==> config.mk <==
export PLATFORM = sky130hd
export DESIGN_NAME = param_sync_fifo_flat
export DESIGN_NICKNAME = d
export VERILOG_FILES = /design/src/rtl/fifo_pkg.sv /design/src/rtl/param_sync_fifo_if.sv /design/src/rtl/fifo_mem.sv /design/src/rtl/param_sync_fifo.sv /design/src/flat_wrapper.sv
export SDC_FILE = /design/constraint.sdc
export NUM_CORES = 1
export LEC_CHECK = 0
export ABC_AREA = 1
export CAP_MARGIN = 40
export CORE_ASPECT_RATIO = 0.75
export CORE_MARGIN = 4
export CORE_UTILIZATION = 55
export DETAILED_ROUTE_END_ITERATION = 10
export MAX_ROUTING_LAYER = met4
export PLACE_DENSITY_LB_ADDON = 0.05
export SETUP_SLACK_MARGIN = 0.3
export SLEW_MARGIN = 20
export SYNTH_ARGS = -nofsm -noshare
export SYNTH_HDL_FRONTEND = slang
export SYNTH_SLANG_ARGS = --single-unit
==> constraint.sdc <==
create_clock -name i_clk -period 2.55 [get_ports i_clk]
set_input_delay 0.3825 -clock i_clk [delete_from_list [all_inputs] [get_ports i_clk]]
set_output_delay 0.3825 -clock i_clk [all_outputs]
set_load 0.005 [all_outputs]
==> src/rtl/fifo_pkg.sv <==
// Shared definitions for the single-clock FIFO family: read-mode constants and
// the pointer/count width derived from a depth.
package fifo_pkg;

    localparam int FIFO_STD  = 0;
    localparam int FIFO_FWFT = 1;

    // Address bits plus one wrap bit, so a full FIFO is distinguishable from empty.
    function automatic int ptr_width(input int depth);
        return $clog2(depth) + 1;
    endfunction

endpackage

==> src/rtl/param_sync_fifo_if.sv <==
// Handshake, data and status bundle between a FIFO user (master) and the FIFO (slave).
interface param_sync_fifo_if
    import fifo_pkg::*;
#(
    parameter int DATA_WIDTH = 8,
    parameter int MEM_DEPTH  = 8
);
    localparam int PTR_WIDTH = ptr_width(MEM_DEPTH);

    logic                  i_winc;
    logic [DATA_WIDTH-1:0] i_wdata;
    logic                  i_rinc;
    logic                  i_clr_err;
    logic [DATA_WIDTH-1:0] o_rdata;
    logic                  o_full;
    logic                  o_empty;
    logic                  o_afull;
    logic                  o_aempty;
    logic [PTR_WIDTH-1:0]  o_count;
    logic                  o_ovf;
    logic                  o_udf;

    modport master (
        output i_winc, i_wdata, i_rinc, i_clr_err,
        input  o_rdata, o_full, o_empty, o_afull, o_aempty, o_count, o_ovf, o_udf
    );

    modport slave (
        input  i_winc, i_wdata, i_rinc, i_clr_err,
        output o_rdata, o_full, o_empty, o_afull, o_aempty, o_count, o_ovf, o_udf
    );

endinterface

==> src/rtl/fifo_mem.sv <==
// Register-array storage: synchronous write port, combinational read port.
module fifo_mem #(
    parameter int DATA_WIDTH = 8,
    parameter int MEM_DEPTH  = 8
) (
    input  logic                         clk,
    input  logic                         we,
    input  logic [$clog2(MEM_DEPTH)-1:0] waddr,
    input  logic [DATA_WIDTH-1:0]        wdata,
    input  logic [$clog2(MEM_DEPTH)-1:0] raddr,
    output logic [DATA_WIDTH-1:0]        rdata
);

    logic [DATA_WIDTH-1:0] mem [MEM_DEPTH];

    always_ff @(posedge clk) begin
        if (we) begin
            mem[waddr] <= wdata;
        end
    end

    assign rdata = mem[raddr];

endmodule

==> src/rtl/param_sync_fifo.sv <==
// Single-clock FIFO with occupancy count, almost-full/empty flags, sticky
// overflow/underflow errors and selectable registered or fall-through read.
module param_sync_fifo
    import fifo_pkg::*;
#(
    parameter int DATA_WIDTH = 8,
    parameter int MEM_DEPTH  = 8,
    parameter int AF_LEVEL   = MEM_DEPTH - 2,
    parameter int AE_LEVEL   = 2,
    parameter int FWFT       = FIFO_STD
) (
    input  logic              i_clk,
    input  logic              i_rst,
    param_sync_fifo_if.slave  bus
);

    localparam int PTR_WIDTH = ptr_width(MEM_DEPTH);
    localparam int AW        = PTR_WIDTH - 1;

    if ((MEM_DEPTH < 2) || ((MEM_DEPTH & (MEM_DEPTH - 1)) != 0)) begin : g_bad_depth
        $error("param_sync_fifo: MEM_DEPTH must be a power of 2 and at least 2");
    end
    if (!((AE_LEVEL > 0) && (AE_LEVEL < AF_LEVEL) && (AF_LEVEL <= MEM_DEPTH))) begin : g_bad_levels
        $error("param_sync_fifo: need 0 < AE_LEVEL < AF_LEVEL <= MEM_DEPTH");
    end

    logic [PTR_WIDTH-1:0]  wptr;
    logic [PTR_WIDTH-1:0]  rptr;
    logic [PTR_WIDTH-1:0]  count;
    logic [PTR_WIDTH-1:0]  count_nxt;
    logic                  full_q;
    logic                  empty_q;
    logic                  afull_q;
    logic                  aempty_q;
    logic                  ovf_q;
    logic                  udf_q;
    logic                  wr_en;
    logic                  rd_en;
    logic [DATA_WIDTH-1:0] mem_rdata;

    // Acceptance uses the registered flags, so same-cycle traffic on the other
    // side never rescues a write into a full or a read from an empty FIFO.
    assign wr_en     = bus.i_winc & ~full_q;
    assign rd_en     = bus.i_rinc & ~empty_q;
    assign count_nxt = count + PTR_WIDTH'(wr_en) - PTR_WIDTH'(rd_en);

    fifo_mem #(
        .DATA_WIDTH (DATA_WIDTH),
        .MEM_DEPTH  (MEM_DEPTH)
    ) u_mem (
        .clk   (i_clk),
        .we    (wr_en),
        .waddr (wptr[AW-1:0]),
        .wdata (bus.i_wdata),
        .raddr (rptr[AW-1:0]),
        .rdata (mem_rdata)
    );

    always_ff @(posedge i_clk) begin
        if (i_rst) begin
            wptr     <= '0;
            rptr     <= '0;
            count    <= '0;
            full_q   <= 1'b0;
            empty_q  <= 1'b1;
            afull_q  <= 1'b0;
            aempty_q <= 1'b1;
            ovf_q    <= 1'b0;
            udf_q    <= 1'b0;
        end else begin
            if (wr_en) wptr <= wptr + 1'b1;
            if (rd_en) rptr <= rptr + 1'b1;
            count    <= count_nxt;
            full_q   <= (count_nxt == PTR_WIDTH'(MEM_DEPTH));
            empty_q  <= (count_nxt == '0);
            afull_q  <= (count_nxt >= PTR_WIDTH'(AF_LEVEL));
            aempty_q <= (count_nxt <= PTR_WIDTH'(AE_LEVEL));
            // Set has priority over clear.
            ovf_q    <= (bus.i_winc & full_q)  | (ovf_q & ~bus.i_clr_err);
            udf_q    <= (bus.i_rinc & empty_q) | (udf_q & ~bus.i_clr_err);
        end
    end

    if (FWFT == FIFO_FWFT) begin : g_fwft
        // Head word is shown directly; forced to zero while empty so the
        // unreset array never leaks onto the output.
        assign bus.o_rdata = empty_q ? '0 : mem_rdata;
    end else begin : g_std
        logic [DATA_WIDTH-1:0] rdata_q;
        always_ff @(posedge i_clk) begin
            if (i_rst) begin
                rdata_q <= '0;
            end else if (rd_en) begin
                rdata_q <= mem_rdata;
            end
        end
        assign bus.o_rdata = rdata_q;
    end

    assign bus.o_full   = full_q;
    assign bus.o_empty  = empty_q;
    assign bus.o_afull  = afull_q;
    assign bus.o_aempty = aempty_q;
    assign bus.o_count  = count;
    assign bus.o_ovf    = ovf_q;
    assign bus.o_udf    = udf_q;

endmodule

==> src/flat_wrapper.sv <==
// flat-port wrapper written by rule: the top's interface ports become plain ports
module param_sync_fifo_flat import fifo_pkg::*;
#(
    parameter int DATA_WIDTH = 8,
    parameter int MEM_DEPTH  = 8,
    parameter int AF_LEVEL   = MEM_DEPTH - 2,
    parameter int AE_LEVEL   = 2,
    parameter int FWFT       = FIFO_STD
)
  (i_clk, i_rst, bus_i_winc, bus_i_wdata, bus_i_rinc, bus_i_clr_err, bus_o_rdata, bus_o_full, bus_o_empty, bus_o_afull, bus_o_aempty, bus_o_count, bus_o_ovf, bus_o_udf);
  param_sync_fifo_if #(.DATA_WIDTH(DATA_WIDTH), .MEM_DEPTH(MEM_DEPTH)) bus_i ();
  input  logic i_clk;
  input  logic i_rst;
  input wire logic [$bits(bus_i.i_winc)-1:0] bus_i_winc;
  input wire logic [$bits(bus_i.i_wdata)-1:0] bus_i_wdata;
  input wire logic [$bits(bus_i.i_rinc)-1:0] bus_i_rinc;
  input wire logic [$bits(bus_i.i_clr_err)-1:0] bus_i_clr_err;
  output wire logic [$bits(bus_i.o_rdata)-1:0] bus_o_rdata;
  output wire logic [$bits(bus_i.o_full)-1:0] bus_o_full;
  output wire logic [$bits(bus_i.o_empty)-1:0] bus_o_empty;
  output wire logic [$bits(bus_i.o_afull)-1:0] bus_o_afull;
  output wire logic [$bits(bus_i.o_aempty)-1:0] bus_o_aempty;
  output wire logic [$bits(bus_i.o_count)-1:0] bus_o_count;
  output wire logic [$bits(bus_i.o_ovf)-1:0] bus_o_ovf;
  output wire logic [$bits(bus_i.o_udf)-1:0] bus_o_udf;
  assign bus_i.i_winc = bus_i_winc;
  assign bus_i.i_wdata = bus_i_wdata;
  assign bus_i.i_rinc = bus_i_rinc;
  assign bus_i.i_clr_err = bus_i_clr_err;
  assign bus_o_rdata = bus_i.o_rdata;
  assign bus_o_full = bus_i.o_full;
  assign bus_o_empty = bus_i.o_empty;
  assign bus_o_afull = bus_i.o_afull;
  assign bus_o_aempty = bus_i.o_aempty;
  assign bus_o_count = bus_i.o_count;
  assign bus_o_ovf = bus_i.o_ovf;
  assign bus_o_udf = bus_i.o_udf;
  param_sync_fifo #(.DATA_WIDTH(DATA_WIDTH), .MEM_DEPTH(MEM_DEPTH), .AF_LEVEL(AF_LEVEL), .AE_LEVEL(AE_LEVEL), .FWFT(FWFT)) u_core (.i_clk(i_clk), .i_rst(i_rst), .bus(bus_i));
endmodule
* Yosys cells after proc, flatten, opt, wreduce, memory -nomap -nowiden
Memory sizes are Yosys's and may differ from the RTL's. A register that Yosys moved wholly into a read port is not among the register bits.
Index checks and enable logic that the tools add are counted.
** Storage, ports and cells
- Memories kept :: 1
- Output and inout port bits :: 18
- Word-level logic and storage cells :: 31
- Bits of input ports :: 13
- RAM bits :: 64
- Bits in registers :: 18
** Cells by class
- Multiplexer cells :: 2
- Equal/unequal tests :: 1
- Bitwise logic cells :: 11
- Add/subtract/negate cells :: 4
- Magnitude comparators :: 2
- Reductions and logical operators :: 1
** Memories
- u_core.u_mem.mem :: words 8, bits a word 8, read ports 1, clocked after Yosys merged registers in 1, write ports 1, line fifo_mem.sv:14 : logic [DATA_WIDTH-1:0] mem [MEM_DEPTH];
** Operator list (number)
- $add 4x1->4 const B :: 2
- $and 1x1->1 :: 6
- $add 4x1->4 :: 1
- $eq 4x4->1 const B :: 1
- $ge 4x3->1 const B :: 1
- $le 4x2->1 const B :: 1
- $logic_not 4->1 :: 1
- $sub 4x1->4 :: 1
- $not 1->1 :: 3
- $mux 1 :: 2
- $or 1x1->1 :: 2

* Longest topological paths before layout
Gate-level depths: netlist of the first run.
- Word-level depth :: 5
- Mapped depth :: 14
- Gate-level depth less buffers :: 13

* Cells and area by module
Synthesis of the first run repeated with hierarchy kept, for this count alone.
** Second synthesis, totals
- Cells, all modules :: 421
- Area total of the unflattened synthesis :: 3890.0 µm²
** Modules (own cells, without submodules)
- fifo_mem :: sequential area each 1921.8 µm², instances 1, area each 2890.3 µm², cells each 295
- param_sync_fifo :: sequential area each 480.5 µm², instances 1, area each 999.7 µm², cells each 126

* Least setup slack after synthesis of the first run
Ideal clock, no wire load.
- Path kind :: in2reg
- From :: input bus_i_rinc
- To :: register u_core.aempty_q, in the netlist u_core.bus.o_aempty
- Slack :: 0.380 ns
- Arrival time :: 2.061 ns
- Required time :: 2.441 ns
- Stages :: 14
- Cell sequence :: inv_1 nor2_1 buf_4 ha_1 inv_1 ha_1 inv_1 fa_1 nor2_1 inv_1 o22ai_1 inv_1 nand2_1 inv_1
** Between the ends
- Cells in the longest elaborated chain, start to end :: 3
** RTL lines
- start, declared :: line flat_wrapper.sv:16 : input wire logic [$bits(bus_i.i_rinc)-1:0] bus_i_rinc;
- $and 1x1->1 :: line param_sync_fifo.sv:44 : assign rd_en = bus.i_rinc & ~empty_q;
- named net u_core.rd_en :: line param_sync_fifo.sv:38 : logic rd_en;
- $sub 4x1->4 :: line param_sync_fifo.sv:45 : assign count_nxt = count + PTR_WIDTH'(wr_en) - PTR_WIDTH'(rd_en);
- $le 4x2->1 :: line param_sync_fifo.sv:77 : aempty_q <= (count_nxt <= PTR_WIDTH'(AE_LEVEL));
- end signal, assigned :: line param_sync_fifo.sv:77
- end, declared :: line param_sync_fifo.sv:34 : logic aempty_q;
The timed path passes the listed nets, and every way through them passes these cells.
A chain may end at the register's enable or synchronous reset.

* Worst setup path after layout of the first run
- From :: register u_core.empty_q, in the netlist u_core.bus.o_empty
- To :: register u_core.aempty_q, in the netlist u_core.bus.o_aempty
** Between the ends
- Cells in the longest elaborated chain, start to end :: 4
** RTL lines
- start, declared :: line param_sync_fifo.sv:32 : logic empty_q;
- start signal, assigned :: line param_sync_fifo.sv:75 : empty_q <= (count_nxt == '0);
- $not 1->1 :: line param_sync_fifo.sv:44
- $and 1x1->1 :: line param_sync_fifo.sv:44
- $sub 4x1->4 :: line param_sync_fifo.sv:45
- $le 4x2->1 :: line param_sync_fifo.sv:77
Every way passes these cells.

==> metrics.txt, run 1 <==
status complete, no violations; # IOs 31; row cnt 26; Final Hold Vio Count 0; critical path peak fanout 3; Initial Util 56.5%; Post-Synth Adder-Cell Area 2.49%; Syn Area/Cell 9.77 um^2; CTS buffer count 9; Peak Freq about 480 MHz; post-synthesis sequential area ratio 62.9%; final antenna-violating net count 0; area grow syn2layout 16.5%; Hold-fix buffers, CTS 0; Tightest Pin Transition 488 ps; top cell type by total area after synthesis edfxtp_1; clock tree buffer depth 2; commonest cells in the netlist 91 x nand2_1, 85 x inv_1, 64 x edfxtp_1; Crit. End Element flop; Most Used Layer, Global Route met2; syn nets approximately 400; register bit total from synthesis 88; xor/xnor cell area share of the yosys netlist 0.459%; CTS tree done; Final Slew Violations 0; Final period util 82.3%; DRC marker count from the first detailed-route iteration 143; reg2reg start u_core.bus.o_empty$_SDFF_PP1_; post-synthesis compound-gate area fraction 4.88%; post-layout minimum cycle time 2100 ps; layout cell share with drive strength beyond 1 11.6%; worst skew pair latency 350 ps; mean number of vias per cell 4.90; dpl hpwl 5280 um; # port buffers 30; RSZ-0062 raised after global routing false; Layout Cells excl Fill 525; CP Launch Type flop; Req. time, crit path 2810 ps; htree depth 3; hold crit path type primary input to flop; clock sink count 88; gr usage total 20.7%; leakage 0.00197 uW; ys flop type edfxtp_1; Die Y between 80 and 90 um; CTS root buffer clkbuf_8; clk_skew 7.05 ps; final setup violation count 0; Slew HR 67.4%; max-cap violations 0; Syn Std Cell Area around 0.0038 mm^2; Area contributors post-synth edfxtp_1 50%, dfxtp_1 13%, nand2_1 8.9%; Gate Count Post-Synth about 390; Synth warnings 0; Die X-Extent 104 um; met1 Usage GRT ~27%; placed cell area 0.00425 mm^2; total gr overflow 0; Vias between 2000 and 3000; data arrival time of the critical path roughly 2400 ps; P per Cell Area 849 mW/mm^2; Worst Hold Launch bus_i_rinc; Post-synth EDFFs 64; most frequent cell after synthesis nand2_1; Routability Congestion 0.897; global-route wire length before repair 12600 um; initial antenna violation count 0; wire per inst 14.8 um; VDD IR max 0.521 mV; design area 0.00445 mm^2; met2 Track Usage GR 31.5%; Async SR Flop Fraction 0%; CORE AREA 0.00677 mm^2; Yosys cell types 23; share of the synthesized area in the top cell type 50.3%; vias in the first global route 2445; Simple-Gate Fraction of Synth Area ~17%; largest family of logic cells by synthesized area simple AND/OR/NAND/NOR gates; mux contribution to synthesized area 0%; antenna fix cells 0; Setup CP Type flop to flop; met3 Resource Use GR 5.22%; DRC errors left 0; Worst-path clk slew 90 ps; die area 0.00836 mm^2; dpl cells approximately 510; largest net degree at the start of global routing 35; Nets 456; DR pass1 iterations 4; detailed-route wire length slightly below 8000 um; CP startpoint u_core.bus.o_empty$_SDFF_PP1_
critical path: stages, from the launching register on:
cell and delay [ps]:
dfxtp_1 390, nor2_2 60, ha_1 270, inv_1 60, ha_2 170, inv_1 60, fa_1 510, nor2_2 140
inv_1 60, o22ai_1 140, inv_1 60, nand2_1 60, inv_1 40
sequential cells by signal, indices dropped and copies added, names as in the netlist:
| signal | cells |
|---|---|
| u_core.wptr | 3 |
| u_core.u_mem.mem | 64 |
| u_core.bus.o_rdata | 8 |
| u_core.bus.o_ovf | 1 |
| u_core.bus.o_count | 4 |
| u_core.rptr | 3 |
| u_core.bus.o_afull | 1 |
| u_core.bus.o_full | 1 |
| u_core.bus.o_udf | 1 |
| u_core.bus.o_aempty | 1 |
| u_core.bus.o_empty | 1 |
kinds of logic (layout without fill, tap and decap cells):
logic type | Yosys count | count (layout)
AOI/OAI and AO/OA | 31 | 31
adders and majority gates | 7 | 7
DFF | 88 | 88
xor gates and xnor gates | 2 | 2
and+or+nand+nor | 159 | 159
buffers and inverters | 104 | 154
routing by layer:
metal  up-vias  part of all wire (%)
li1       1321                     -
met1      1179                    47
met2        61                    46
met3        13                   5.0
met4         0                   2.0
met5         -                     0
path summary, 6_finish.rpt:
kind | to | slack [ps] | cells past startpoint
worst max register to register | u_core.bus.o_aempty$_SDFF_PP1_ | 450 | 12
worst max-delay path | u_core.bus.o_aempty$_SDFF_PP1_ | 450 | 12
worst min register to register | u_core.bus.o_udf$_SDFF_PP0_ | 470 | 2
worst min-delay path | u_core.bus.o_udf$_SDFF_PP0_ | 330 | 3
repair_timing:
| item | CTS | global route |
|---|---|---|
| endpoints found under the hold margin | 0 | 0 |
| pin swaps | 1 | 3 |
| setup buffers | 0 | 1 |
| setup endpoints to repair | 2 | 3 |
| resized for setup | 2 | 5 |
placed cells by master (no fill, tap or decap), types with 2 or more instances in the layout:
cell	n
nand3_1	53
a21oi_1	9
ha_1	5
nor2_2	2
edfxtp_1	64
nand2_1	91
a21oi_2	8
nor2_1	12
dfxtp_1	24
o21ai_0	12
clkinv_2	3
dlymetal6s2s_1	2
buf_4	19
clkdlybuf4s50_1	28
clkbuf_8	9
inv_1	85
clkinvlp_4	2
inv_4	3
per-stage QoR:
| stage | setup slack, ps | util, % | total power [uW] | hold slack, ps | setup TNS [ps] |
|---|---|---|---|---|---|
| finish | 451 | 65.8 | 3780 | 328 | 0 |
| detailed placement | -116 | 62.8 | 2930 | 460 | -252 |
| CTS | 321 | 65.5 | 3790 | 474 | 0 |
| global placement | -44.2 | 62.8 | 2900 | 451 | -53.7 |
| floorplan | 380 | - | 2520 | 455 | 0 |
| global route | 325 | 65.8 | 4020 | 360 | 0 |
area by class of cell:
type,count,area (um^2)
Tap cell,84,105
Timing Repair Buffer,49,448
Clock buffer,9,124
Inverter,89,342
Multi-Input combinational cell,199,982
Fill cell,566,2320
Sequential cell,88,2400
Clock inverter,7,47.5
power by group:
part	total (uW)	switching [uW]	leakage, uW	internal [uW]
Sequential	1800	89.0	0.000779	1710
Clock	851	498	0.0000854	353
Combinational	1130	654	0.00110	478
Total	3780	1240	0.00197	2540
Note: power is estimated with default switching activity, not from simulation.
==> inputs of run 2 (changes only) <==
==> constraint.sdc (replaced) <==
create_clock -name i_clk -period 2.1 [get_ports i_clk]
set_input_delay 0.315 -clock i_clk [delete_from_list [all_inputs] [get_ports i_clk]]
set_output_delay 0.315 -clock i_clk [all_outputs]
set_load 0.005 [all_outputs]
==> run 2 against run 1 <==
- sequential power rose by 22%
- die area did not move
- non-clock buffer count rose by 8
- utilization rose by 2.7 points
- largest cell class unchanged
==> metrics.txt, run 2 (same netlist as run 1, synthesis figures left out) <==
Die Y ~80 um; post-layout minimum cycle time 1900 ps; Die X-Extent between 100 and 150 um; initial antenna violation count 0; Initial Util 56.5%; DR pass1 iterations 5; Worst R2R Path Depth 12; worst hold path stage count 3; clk_skew 7.70 ps; global-route wire length before repair 12900 um; pre-CTS WS -476 ps; post-layout util between 60% and 70%; leakage a little over 0.002 uW; htree depth 3; CORE AREA just under 0.007 mm^2; Hold Path Sink u_core.bus.o_ovf$_SDFF_PP0_; Final Hold Vio Count 0; worst skew pair latency 350 ps; gr usage total a little over a fifth; Logic pwr share about 30%; die area around 0.0084 mm^2; clock share of power between 20% and 30%; Crit. End Element flop; vias in the first global route 2474; Net Sw Frac about 31%; wire per inst roughly 15 um; RSZ-0062 raised after global routing true; DRC marker count from the first detailed-route iteration 109; final setup margin 203 ps; clock sink count 88; final setup violation count 0; Worst-path clk slew 90 ps; Crit Reg-Reg Endpoint u_core.bus.o_aempty$_SDFF_PP1_; Flop pwr share 42.7%; layout cell share with drive strength beyond 1 between 10% and 20%; detailed-route wire length between 8000 and 9000 um; # port buffers 30; Worst Hold Launch bus_i_winc; total gr overflow 0; CTS buffer count 9; most flop-heavy register u_core.u_mem.mem; Req. time, crit path 2350 ps; largest net degree at the start of global routing 35; P per Cell Area 1110 mW/mm^2; critical path peak fanout 2; antenna fix cells 0; R2R setup slack between 200 and 250 ps; Final Slew Violations 0; most frequent cells in the layout 91 x nand2_1, 81 x inv_1, 64 x edfxtp_1; VDD IR max roughly 0.64 mV; CTS root buffer clkbuf_8; Tightest Pin Transition approximately 440 ps; data arrival time of the critical path 2150 ps; area grow syn2layout 21.4%; CP Launch Type flop; status complete, no violations; Setup CP Type flop to flop; hold crit path type primary input to flop; max-cap violations 0; Slew HR 70.4%; # IOs 31; design area 0.00464 mm^2; reg2reg start u_core.bus.o_count[0]$_SDFF_PP0_; Final period util 90.3%; Hold-fix buffers, CTS 0; DRC errors left 0; sw power 1570 uW; Vias 2628; dpl hpwl 5390 um; row cnt 26; final antenna-violating net count 0; Nets 464; dpl cells 514; CTS tree done; Routability Congestion between 0.9 and 1; placed cell area about 0.0043 mm^2; Layout Cells excl Fill 533; Peak Freq 527 MHz; P_int approximately 3600 uW; number of flip-flops in the largest register 64; most common cell after layout, fill and taps aside nand2_1; clock tree buffer depth 2; mean number of vias per cell 4.93
==> run 2: metal layers <==
metal | global-route usage (%) | routed length [um]
met4 | 4.52 | 27
met3 | 5.62 | 448
met5 | - | 0
met1 | 27.9 | 3830
met2 | 34.0 | 3820
==> run 2: area by class of cell <==
type | count | area [um^2]
Clock buffer | 12 | 178
Clock inverter | 4 | 72.6
Fill cell | 522 | 2130
Inverter | 89 | 349
Multi-Input combinational cell | 199 | 1020
Sequential cell | 88 | 2410
Tap cell | 84 | 105
Timing Repair Buffer | 57 | 500
==> run 2: how the worst max path moves through the flow <==
stage | cells past startpoint | start | slack, ps | end
2_1_floorplan | 13 | u_core.bus.o_empty$_SDFF_PP1_ | 130 | u_core.bus.o_aempty$_SDFF_PP1_
5_1_grt | 12 | u_core.bus.o_empty$_SDFF_PP1_ | 100 | u_core.bus.o_aempty$_SDFF_PP1_
3_5_place_dp | 14 | bus_i_rinc | -480 | u_core.bus.o_aempty$_SDFF_PP1_
6_report | 12 | u_core.bus.o_count[0]$_SDFF_PP0_ | 200 | u_core.bus.o_aempty$_SDFF_PP1_
4_1_cts | 12 | u_core.bus.o_empty$_SDFF_PP1_ | 190 | u_core.bus.o_aempty$_SDFF_PP1_
3_3_place_gp | 14 | bus_i_rinc | -440 | u_core.bus.o_aempty$_SDFF_PP1_
==> run 2: metrics by stage <==
stage / setup TNS [ps] / hold WS [ps] / total power [uW]
finish: 0 / 400 / 5130
CTS: 0 / 381 / 5100
floorplan: 0 / 414 / 3140
detailed placement: -1690 / 453 / 3660
global placement: -1420 / 450 / 3620
global route: 0 / 382 / 5420
==> run 2: timing repair <==
action | in CTS | in global routing
pin swaps | 3 | 1
setup buffers | 3 | 0
resized for setup | 7 | 2
endpoints found under the setup margin | 6 | 4
==> run 2: worst max-delay path, stage by stage (launching register included) <==
cell and delay (ps):
dfxtp_2 350, inv_2 50, ha_4 260, inv_2 40, ha_4 150, inv_2 50
fa_2 450, nor2_2 110, inv_1 60, o22ai_1 140, inv_1 50, nand2_1 70
inv_1 40
==> run 2: power groups by stage <==
stage / clock network [uW] / logic (uW) / registers [uW]
3_5_place_dp: 0 / 1440 / 2220
4_1_cts: 1420 / 1490 / 2190
3_3_place_gp: 0 / 1400 / 2220
5_1_grt: 1500 / 1710 / 2210
6_report: 1400 / 1540 / 2190
2_1_floorplan: 0 / 928 / 2210
